$ cat config.mk
export PLATFORM = sky130hd
export DESIGN_NAME = rgmii_link_speed_ctrl_flat
export DESIGN_NICKNAME = d
export VERILOG_FILES = /design/src/rtl/rgmii_link_speed_ctrl_pkg.sv /design/src/rtl/rgmii_link_speed_ctrl_if.sv /design/src/rtl/rgmii_link_speed_ctrl_link_status_qualifier.sv /design/src/rtl/rgmii_link_speed_ctrl.sv /design/src/flat_wrapper.sv
export SDC_FILE = /design/constraint.sdc
export NUM_CORES = 1
export LEC_CHECK = 0
export ABC_AREA = 0
export ABC_CLOCK_PERIOD_IN_PS = 2700
export CAP_MARGIN = 25
export CORE_AREA = 4 4 73 75
export DETAILED_ROUTE_END_ITERATION = 10
export DIE_AREA = 0 0 77 79
export HOLD_SLACK_MARGIN = 0.05
export MAX_ROUTING_LAYER = met4
export PLACE_DENSITY_LB_ADDON = 0.12
export SYNTH_ARGS = -nofsm -noshare
export SYNTH_HDL_FRONTEND = slang
export SYNTH_SLANG_ARGS = --single-unit
$ cat constraint.sdc
create_clock -name rx_rgmii_clk_int -period 2.7 [get_ports rx_rgmii_clk_int]
set_input_delay 0.54 -clock rx_rgmii_clk_int [delete_from_list [all_inputs] [get_ports rx_rgmii_clk_int]]
set_output_delay 0.54 -clock rx_rgmii_clk_int [all_outputs]
set_load 0.05 [all_outputs]
$ cat src/rtl/rgmii_link_speed_ctrl_pkg.sv
// rgmii_link_speed_ctrl_pkg: shared state encoding, speed codes and in-band status type
package rgmii_link_speed_ctrl_pkg;
   typedef enum logic [2:0] {DOWN, QUALIFY, RESTART, UP, DRAIN} state_e;
   localparam logic [1:0] SPD_10   = 2'b00;
   localparam logic [1:0] SPD_100  = 2'b01;
   localparam logic [1:0] SPD_1000 = 2'b10;
   localparam logic [1:0] SPD_NONE = 2'b11;
   typedef struct packed {
      logic       link;
      logic [1:0] speed;
      logic       duplex;
   } status_t;
   function automatic logic status_valid(input status_t s);
      return s.link && s.speed != SPD_NONE;
   endfunction
endpackage

$ cat src/rtl/rgmii_link_speed_ctrl_if.sv
// rgmii_link_speed_ctrl_if: in-band status, client receive handshake and committed link outputs
interface rgmii_link_speed_ctrl_if;
   logic       link_status;
   logic [1:0] clock_speed;
   logic       duplex_status;
   logic       rx_data_valid;
   logic       rx_correct_frame;
   logic       rx_error_frame;
   logic       link_up;
   logic [1:0] speed_sel;
   logic       full_duplex;
   logic       mac_restart;
   logic       rx_accept;
   logic       link_change;
   logic [7:0] link_drop_cnt;
   modport master (
      output link_status, clock_speed, duplex_status, rx_data_valid, rx_correct_frame, rx_error_frame,
      input  link_up, speed_sel, full_duplex, mac_restart, rx_accept, link_change, link_drop_cnt
   );
   modport slave (
      input  link_status, clock_speed, duplex_status, rx_data_valid, rx_correct_frame, rx_error_frame,
      output link_up, speed_sel, full_duplex, mac_restart, rx_accept, link_change, link_drop_cnt
   );
endinterface

$ cat src/rtl/rgmii_link_speed_ctrl_link_status_qualifier.sv
// link_status_qualifier: holds a candidate status and strobes commit after QUAL_CYCLES stable cycles
module link_status_qualifier
   import rgmii_link_speed_ctrl_pkg::*;
#(
   parameter int QUAL_CYCLES = 1024
) (
   input  logic       rx_rgmii_clk_int,
   input  logic       reset,
   input  logic       arm_i,
   input  logic       qual_en_i,
   input  status_t    sample_i,
   output logic [1:0] cand_speed_o,
   output logic       cand_duplex_o,
   output logic       commit_o
);
   localparam int CW = $clog2(QUAL_CYCLES);
   localparam logic [CW-1:0] CNT_LAST = CW'(QUAL_CYCLES - 1);
   status_t       cand_q, cand_d;
   logic [CW-1:0] cnt_q, cnt_d;
   logic          valid, same, load, inc;
   always_comb begin
      valid    = status_valid(sample_i);
      same     = sample_i == cand_q;
      load     = valid && (arm_i || (qual_en_i && !same));
      inc      = valid && qual_en_i && same && cnt_q != CNT_LAST;
      commit_o = valid && qual_en_i && same && cnt_q == CNT_LAST;
      cand_d   = load ? sample_i : cand_q;
      cnt_d    = load ? '0 : inc ? cnt_q + 1'b1 : cnt_q;
   end
   always_ff @(posedge rx_rgmii_clk_int or posedge reset)
      if (reset) begin
         cand_q <= '0;
         cnt_q  <= '0;
      end else begin
         cand_q <= cand_d;
         cnt_q  <= cnt_d;
      end
   assign cand_speed_o  = cand_q.speed;
   assign cand_duplex_o = cand_q.duplex;
endmodule

$ cat src/rtl/rgmii_link_speed_ctrl.sv
// rgmii_link_speed_ctrl: commits RGMII in-band speed/duplex, sequences MAC restart and
// gates the client receive stream on frame boundaries
module rgmii_link_speed_ctrl
   import rgmii_link_speed_ctrl_pkg::*;
#(
   parameter int QUAL_CYCLES    = 1024,
   parameter int RESTART_CYCLES = 16,
   parameter int DRAIN_MAX      = 4096
) (
   input logic                    rx_rgmii_clk_int,
   input logic                    reset,
   rgmii_link_speed_ctrl_if.slave lnk_if
);
   localparam int RW = RESTART_CYCLES > 1 ? $clog2(RESTART_CYCLES) : 1;
   localparam int DW = DRAIN_MAX > 1 ? $clog2(DRAIN_MAX) : 1;
   localparam logic [RW-1:0] RST_LAST   = RW'(RESTART_CYCLES - 1);
   localparam logic [DW-1:0] DRAIN_LAST = DW'(DRAIN_MAX - 1);
   state_e        state_q;
   logic [RW-1:0] rst_cnt_q;
   logic [DW-1:0] drain_cnt_q;
   logic          link_up_q, full_duplex_q, mac_restart_q, rx_accept_q, link_change_q;
   logic [1:0]    speed_sel_q, cand_speed;
   logic [7:0]    drop_cnt_q, drop_cnt_d;
   logic          cand_duplex, commit, valid, eof, mismatch, drain_done;
   status_t       sample;
   always_comb begin
      sample     = {lnk_if.link_status, lnk_if.clock_speed, lnk_if.duplex_status};
      valid      = status_valid(sample);
      eof        = lnk_if.rx_correct_frame || lnk_if.rx_error_frame;
      mismatch   = !valid || sample.speed != speed_sel_q || sample.duplex != full_duplex_q;
      drain_done = !rx_accept_q || !lnk_if.rx_data_valid || eof || drain_cnt_q == DRAIN_LAST;
      drop_cnt_d = drop_cnt_q == 8'hFF ? drop_cnt_q : drop_cnt_q + 8'd1;
   end
   link_status_qualifier #(.QUAL_CYCLES(QUAL_CYCLES)) u_qual (
      .rx_rgmii_clk_int (rx_rgmii_clk_int),
      .reset            (reset),
      .arm_i            (state_q == DOWN),
      .qual_en_i        (state_q == QUALIFY),
      .sample_i         (sample),
      .cand_speed_o     (cand_speed),
      .cand_duplex_o    (cand_duplex),
      .commit_o         (commit)
   );
   always_ff @(posedge rx_rgmii_clk_int or posedge reset)
      if (reset) begin
         state_q       <= DOWN;
         rst_cnt_q     <= '0;
         drain_cnt_q   <= '0;
         link_up_q     <= 1'b0;
         speed_sel_q   <= SPD_NONE;
         full_duplex_q <= 1'b0;
         mac_restart_q <= 1'b0;
         rx_accept_q   <= 1'b0;
         link_change_q <= 1'b0;
         drop_cnt_q    <= '0;
      end else begin
         link_change_q <= 1'b0;
         case (state_q)
            DOWN: if (valid) state_q <= QUALIFY;
            QUALIFY:
               if (!valid) state_q <= DOWN;
               else if (commit) begin
                  speed_sel_q   <= cand_speed;
                  full_duplex_q <= cand_duplex;
                  mac_restart_q <= 1'b1;
                  rst_cnt_q     <= '0;
                  state_q       <= RESTART;
               end
            RESTART:
               if (rst_cnt_q == RST_LAST) begin
                  mac_restart_q <= 1'b0;
                  link_up_q     <= 1'b1;
                  link_change_q <= 1'b1;
                  state_q       <= UP;
               end else rst_cnt_q <= rst_cnt_q + 1'b1;
            UP:
               if (mismatch) begin
                  drop_cnt_q  <= drop_cnt_d;
                  // a frame ending in the same cycle is already complete: leave DRAIN next cycle
                  drain_cnt_q <= eof ? DRAIN_LAST : '0;
                  state_q     <= DRAIN;
               end else if (!lnk_if.rx_data_valid) rx_accept_q <= 1'b1;
            DRAIN:
               if (drain_done) begin
                  rx_accept_q   <= 1'b0;
                  link_up_q     <= 1'b0;
                  speed_sel_q   <= SPD_NONE;
                  link_change_q <= 1'b1;
                  state_q       <= DOWN;
               end else drain_cnt_q <= drain_cnt_q + 1'b1;
            default: state_q <= DOWN;
         endcase
      end
   assign lnk_if.link_up       = link_up_q;
   assign lnk_if.speed_sel     = speed_sel_q;
   assign lnk_if.full_duplex   = full_duplex_q;
   assign lnk_if.mac_restart   = mac_restart_q;
   assign lnk_if.rx_accept     = rx_accept_q;
   assign lnk_if.link_change   = link_change_q;
   assign lnk_if.link_drop_cnt = drop_cnt_q;
endmodule

$ cat src/flat_wrapper.sv
// flat-port wrapper written by rule: the top's interface ports become plain ports
module rgmii_link_speed_ctrl_flat import rgmii_link_speed_ctrl_pkg::*;
#(
   parameter int QUAL_CYCLES    = 1024,
   parameter int RESTART_CYCLES = 16,
   parameter int DRAIN_MAX      = 4096
)
  (rx_rgmii_clk_int, reset, lnk_if_link_status, lnk_if_clock_speed, lnk_if_duplex_status, lnk_if_rx_data_valid, lnk_if_rx_correct_frame, lnk_if_rx_error_frame, lnk_if_link_up, lnk_if_speed_sel, lnk_if_full_duplex, lnk_if_mac_restart, lnk_if_rx_accept, lnk_if_link_change, lnk_if_link_drop_cnt);
  rgmii_link_speed_ctrl_if lnk_if_i ();
  input logic rx_rgmii_clk_int;
  input logic reset;
  input wire logic [$bits(lnk_if_i.link_status)-1:0] lnk_if_link_status;
  input wire logic [$bits(lnk_if_i.clock_speed)-1:0] lnk_if_clock_speed;
  input wire logic [$bits(lnk_if_i.duplex_status)-1:0] lnk_if_duplex_status;
  input wire logic [$bits(lnk_if_i.rx_data_valid)-1:0] lnk_if_rx_data_valid;
  input wire logic [$bits(lnk_if_i.rx_correct_frame)-1:0] lnk_if_rx_correct_frame;
  input wire logic [$bits(lnk_if_i.rx_error_frame)-1:0] lnk_if_rx_error_frame;
  output wire logic [$bits(lnk_if_i.link_up)-1:0] lnk_if_link_up;
  output wire logic [$bits(lnk_if_i.speed_sel)-1:0] lnk_if_speed_sel;
  output wire logic [$bits(lnk_if_i.full_duplex)-1:0] lnk_if_full_duplex;
  output wire logic [$bits(lnk_if_i.mac_restart)-1:0] lnk_if_mac_restart;
  output wire logic [$bits(lnk_if_i.rx_accept)-1:0] lnk_if_rx_accept;
  output wire logic [$bits(lnk_if_i.link_change)-1:0] lnk_if_link_change;
  output wire logic [$bits(lnk_if_i.link_drop_cnt)-1:0] lnk_if_link_drop_cnt;
  assign lnk_if_i.link_status = lnk_if_link_status;
  assign lnk_if_i.clock_speed = lnk_if_clock_speed;
  assign lnk_if_i.duplex_status = lnk_if_duplex_status;
  assign lnk_if_i.rx_data_valid = lnk_if_rx_data_valid;
  assign lnk_if_i.rx_correct_frame = lnk_if_rx_correct_frame;
  assign lnk_if_i.rx_error_frame = lnk_if_rx_error_frame;
  assign lnk_if_link_up = lnk_if_i.link_up;
  assign lnk_if_speed_sel = lnk_if_i.speed_sel;
  assign lnk_if_full_duplex = lnk_if_i.full_duplex;
  assign lnk_if_mac_restart = lnk_if_i.mac_restart;
  assign lnk_if_rx_accept = lnk_if_i.rx_accept;
  assign lnk_if_link_change = lnk_if_i.link_change;
  assign lnk_if_link_drop_cnt = lnk_if_i.link_drop_cnt;
  rgmii_link_speed_ctrl #(.QUAL_CYCLES(QUAL_CYCLES), .RESTART_CYCLES(RESTART_CYCLES), .DRAIN_MAX(DRAIN_MAX)) u_core (.rx_rgmii_clk_int(rx_rgmii_clk_int), .reset(reset), .lnk_if(lnk_if_i));
endmodule
Word level (Yosys, flattened, before mapping)
Index checks and enable logic that the tools add are counted.

Input bits: 9. Bits in registers: 48. Output and inout bits: 15.

Add/subtract/negate cells: 4. Bitwise logic cells: 1. Mux-type cells: 34. Reduce and logical (&&, ||, !) cells: 33. Eq/ne operators: 24.

Operators with widths (count): 2-to-1 mux 12 bit (3); case mux 12 bit (2 select lines) (1); 2-to-1 mux 10 bit (2); 2-to-1 mux 3 bit (6); AND reduction 4 bit (4); case mux 3 bit (5 select lines) (1); adder 12 x 1 -> 12 bit (second input constant) (1); equality test 12 bit (second input constant) (1); 2-to-1 mux 4 bit (3); inequality test 2 x 1 -> 1 bit (second input constant) (6); AND reduction 3 bit (4); adder 10 x 1 -> 10 bit (second input constant) (1); equality test 10 bit (second input constant) (1); inequality test 10 bit (second input constant) (1); inequality test 2 bit (second input constant) (5); nonzero test 2 bit (5); 2-to-1 mux 1 bit (9); adder 8 x 1 -> 8 bit (second input constant) (1); equality test 8 bit (second input constant) (1); case mux 1 bit (2 select lines) (4); case mux 4 bit (2 select lines) (1); logical AND 1 bit (7); logical OR 1 bit (7); equality test 3 x 2 -> 1 bit (second input constant) (2); 14 further kinds (19).

Longest topological paths before layout
Word-level depth: 8. Depth in mapped cells: 7. Gate-level depth less buffers: 7.

Hierarchy
A second synthesis with hierarchy kept.

Cells, all modules: 279. Area total of the unflattened synthesis: 2819.0 um^2.

Modules (own cells, without submodules): rgmii_link_speed_ctrl (area an instance 2031.9 um^2, instances 1, cells an instance 204); link_status_qualifier (area an instance 787.0 um^2, instances 1, cells an instance 75).

Worst setup path after synthesis
No wires, ideal clock.

Path type: register to register. Start point: register u_core.speed_sel_q[0], in the netlist u_core.lnk_if.speed_sel[0]. End point: register u_core.drop_cnt_q[4], in the netlist u_core.lnk_if.link_drop_cnt[4]. Data arrival time: 1.681 ns. Path buffers: 0. Cell stages (with the launch flop): 6. Setup time: 0.143 ns. Setup slack: 0.876 ns. Required time: 2.557 ns. Period minus slack after synthesis: 1.824 ns. Cells stage by stage: dfstp_2 > nor2_1 > o2111ai_4 > o211ai_4 > or3_1 > xnor2_1.

Longest elaborated chain between the ends: 4.

Ends and longest elaborated chain: start: declaration (line rgmii_link_speed_ctrl.sv:22) `logic [1:0] speed_sel_q, cand_speed;`; start signal: assignment (line rgmii_link_speed_ctrl.sv:63) `speed_sel_q <= cand_speed;`; inequality test 2 bit (line rgmii_link_speed_ctrl.sv:30) `mismatch = !valid || sample.speed != speed_sel_q || sample.duplex != full_duplex_q;`; logical OR 1 bit (2 in a row) (line rgmii_link_speed_ctrl.sv:30); AND reduction 3 bit (no source line); end signal: assignment (line rgmii_link_speed_ctrl.sv:78) `drop_cnt_q <= drop_cnt_d;`; end: declaration (line rgmii_link_speed_ctrl.sv:23) `logic [7:0] drop_cnt_q, drop_cnt_d;`.

No other way between the ends. A chain may end at the register's enable or synchronous reset.

Worst setup path after layout
Start point: register u_core.speed_sel_q[0], in the netlist u_core.lnk_if.speed_sel[0]. End point: output port lnk_if_speed_sel[0].

RTL lines: end: declaration (line flat_wrapper.sv:19) `output wire logic [$bits(lnk_if_i.speed_sel)-1:0] lnk_if_speed_sel;`.

No word-level cell between the ends.

==> results.py <==
metrics = {
    "finish": {
        "final_cells": 359,
        "final_cell_mix": "dfrtp_1 (46), nor2_1 (28), clkdlybuf4s50_1 (23)",
        "num_antenna_cells": 0,
        "nNetsFinal": 317,
        "area_delta_synth_final_pct": 15.2,
        "layout_commonest_cell": "dfrtp_1",
        "drive_gt1_share_pct": 13.4,
        "finalInstanceArea_um2": 3100,
        "nFillCells": 377,
    },
    "sta": {
        "setup_tns_ns": 0,
        "rsz0062_at_grt": "no",
        "setup_ws_ns": 0.464,
        "worstMarginPinSlew_ns": 0.666,
        "relSlewSlack_pct": 55.5,
        "slew_violations": 0,
        "skew_ns": 0.00639,
        "fin_crit_sh_pct": 82.8,
        "hold_viol": 0,
        "setup_viol": 0,
        "max_freq_mhz": 447,
        "period_minus_slack_ns": 2.24,
    },
    "route": {
        "drt-initial-drc-count": 149,
        "routed_via_density": 5.86,
        "finalWirelength_mm": 5.31,
        "dr.pass1.iters": 4,
        "drc": 0,
        "postRouteAntennaNets": 0,
        "routedWlPerCell_um": 14.8,
        "vias": 2103,
    },
    "power": {
        "power_frac_comb_pct": 43.4,
        "p_leak_nw": 1.33,
        "clockPowerShare_pct": 14.6,
        "internal_power_mw": 1.71,
        "finalPower_mw": 3.00,
        "p_switching_mw": 1.30,
        "power_density_nw_per_um2": 968,
        "swShare_pct": 43.2,
        "ir_worst_vdd_mv": 0.695,
        "seqPwrFrac_pct": 42.0,
    },
    "floorplanning": {
        "core_um2": 4660,
        "initial_core_util_pct": 57.8,
        "rows": 25,
        "die_w_um": 77,
        "die_h_um": 79,
        "io_pins": 24,
        "die_area_um2": 6080,
    },
    "setup_path": {
        "r2r_cells": 7,
        "worstPathArrival_ns": 1.70,
        "worst_ep_required_time_ns": 2.16,
        "crit_path_start": "u_core.lnk_if.speed_sel[0]",
        "reg2reg_from": "u_core.drain_cnt_q[0]",
        "worst_path_largest_cell_delay_ns": 0.82,
        "rr_endpoint": "u_core.drain_cnt_q[8]",
        "crit_buf_inv": 1,
        "reg2reg_slack_ns": 0.62,
        "worstPathCellList": "clkdlybuf4s50_1",
        "worstSetupPathType": "flop to primary output",
        "crit_slowest_cell": "clkdlybuf4s50_1",
        "setup.worst_path.end_class": "primary output",
        "cp_top_family": "buffers and inverters",
        "worst_setup_path_start_kind": "flop",
        "cp_max_fo": 5,
    },
    "clocking": {
        "hold_buffers": 0,
        "cts_resized": 0,
        "clock_latency_ns": 0.30,
        "cts_tree": "built",
        "post_cts_buffers": 0,
        "htreeDepth": 2,
        "cts_root_buf": "clkbuf_8",
        "cts_sinks": 48,
        "cts.path.max_buffers": 2,
        "cts_made_buffers": 5,
        "cts.clk_slew.worst_paths_ns": 0.09,
    },
    "grt": {
        "antenna_found_initial": 0,
        "grt_start_max_net_pins": 35,
        "gr-total-overflow": 0,
        "grt_pass1_vias": 2061,
        "grt_pass1_wl_mm": 9.40,
        "grt_usage_pct": 19.6,
    },
    "yosys": {
        "synthArstFlopShare_pct": 100,
        "synth_edf_count": 0,
        "syn_inst": 273,
        "synthFlopType": "dfrtp_1",
        "avgSynthCellArea_um2": 9.87,
        "syn_area_um2": 2690,
        "synthesis.nets": 286,
        "synth_cell_types": 53,
        "ys_ff_latch": 48,
        "ys_warn_count": 0,
        "synth_seq_area_share_pct": 44.7,
    },
    "placement": {
        "io_buffers": 23,
        "post-place-ws_ns": 0.217,
        "place_congestion": 0.833,
        "postPlaceCellArea_um2": 3010,
        "placedCellCount": 351,
        "dp_hpwl_mm": 3.89,
    },
    "status": {
        "status": "completed",
    },
    "run": {
        "maxCapViolations": 0,
    },
    "min_path": {
        "min_delay_path_depth": 1,
        "holdPathEnd": "u_core.lnk_if.mac_restart",
        "hp-class": "flop to flop",
        "hp-start": "u_core.lnk_if.mac_restart",
    },
}
[layer usage]
layer  vias up  track usage [%]  part of all wire (%)
met5         -                -                     0
met4         0             6.23                   1.2
met3         6             3.40                   2.8
met2        33             31.1                    49
met1      1006             25.9                    47
li1       1058                -                     -
[synthesized netlist by cell type (all sizes together), types with 2 or more instances]
| library cell | instances | area share [%] |
|---|---|---|
| inv | 8 | 1.3 |
| dfstp | 2 | 2.0 |
| and3b | 2 | 0.65 |
| a22o | 2 | 0.65 |
| buf | 6 | 1.3 |
| ha | 4 | 1.9 |
| and2 | 2 | 0.46 |
| and3 | 10 | 2.3 |
| o21ai | 23 | 4.8 |
| mux2 | 4 | 1.7 |
| xor2 | 4 | 1.3 |
| nor3b | 5 | 2.0 |
| o31a | 2 | 0.65 |
| nand3 | 16 | 3.2 |
| nand2 | 23 | 3.3 |
| xnor2 | 19 | 6.2 |
| a21oi | 10 | 1.9 |
| a2bb2oi | 2 | 1.3 |
| nor2 | 29 | 4.3 |
| o21a | 2 | 0.56 |
| o22a | 5 | 1.6 |
| nor3 | 8 | 1.5 |
| dfrtp | 46 | 43 |
| nor4 | 8 | 1.9 |
| o22ai | 3 | 0.93 |
| o211ai | 2 | 1.3 |
| nand4 | 7 | 2.2 |
| a31oi | 4 | 0.93 |
| or3 | 4 | 0.93 |
[how the worst max path moves through the flow]
stage / depth (start not counted) / slack, ns / endpoint
global route: 6 / 0.41 / u_core.u_qual.cnt_q[1]
CTS: 1 / 0.45 / lnk_if_speed_sel[0]
finish: 1 / 0.46 / lnk_if_speed_sel[0]
detailed placement: 6 / 0.22 / u_core.u_qual.cnt_q[1]
global placement: 5 / 0.27 / u_core.u_qual.cand_speed_o[1]
floorplan: 5 / 0.88 / u_core.lnk_if.link_drop_cnt[4]
[through the flow]
stage | hold WS, ns | utilization (%)
floorplan | 0.462 | -
global placement | 0.475 | 64.6
detailed placement | 0.488 | 64.6
CTS | 0.502 | 66.6
global route | 0.529 | 66.6
finish | 0.499 | 66.6
[registers in the layout, indices dropped and copies added, names as in the netlist]
signal / count
u_core.u_qual.cand_speed_o: 2
u_core.u_qual.cnt_q: 10
u_core.u_qual.cand_duplex_o: 1
u_core.state_q: 3
u_core.drain_cnt_q: 12
u_core.rst_cnt_q: 4
u_core.u_qual.cand_q: 1
u_core.lnk_if.full_duplex: 1
u_core.lnk_if.mac_restart: 1
u_core.lnk_if.link_change: 1
u_core.lnk_if.link_up: 1
u_core.lnk_if.rx_accept: 1
u_core.lnk_if.speed_sel: 2
u_core.lnk_if.link_drop_cnt: 8
[final cells by class]
type                            count  area [um2]  share of cell area [%]
Multi-Input combinational cell    210        1420                    45.6
Timing Repair Buffer               31         290                    9.35
Tap cell                           54        67.6                    2.18
Clock inverter                      2        10.0                   0.322
Sequential cell                    48        1200                    38.8
Inverter                            8        35.0                    1.13
Clock buffer                        6        82.6                    2.66
[cell families (layout without fill, tap and decap cells)]
kind of cell | Yosys count | after routing | synth area share (%)
adders and majority gates | 4 | 4 | 1.86
and+or+nand+nor | 118 | 118 | 24.4
muxes | 5 | 5 | 2.04
xor gates and xnor gates | 23 | 23 | 7.48
buffers and inverters | 15 | 47 | 2.79
AOI/OAI and AO/OA | 60 | 60 | 16.8
DFF | 48 | 48 | 44.7
[power by group through the flow]
stage	clock network, mW	registers [mW]	logic, mW
5_1_grt	0.483	1.31	1.43
4_1_cts	0.450	1.26	1.31
3_5_place_dp	0	1.27	1.30
6_report	0.438	1.26	1.30
2_1_floorplan	0	1.41	0.804
3_3_place_gp	0	1.26	1.28
No activity file was read; power rests on OpenSTA's default activity.
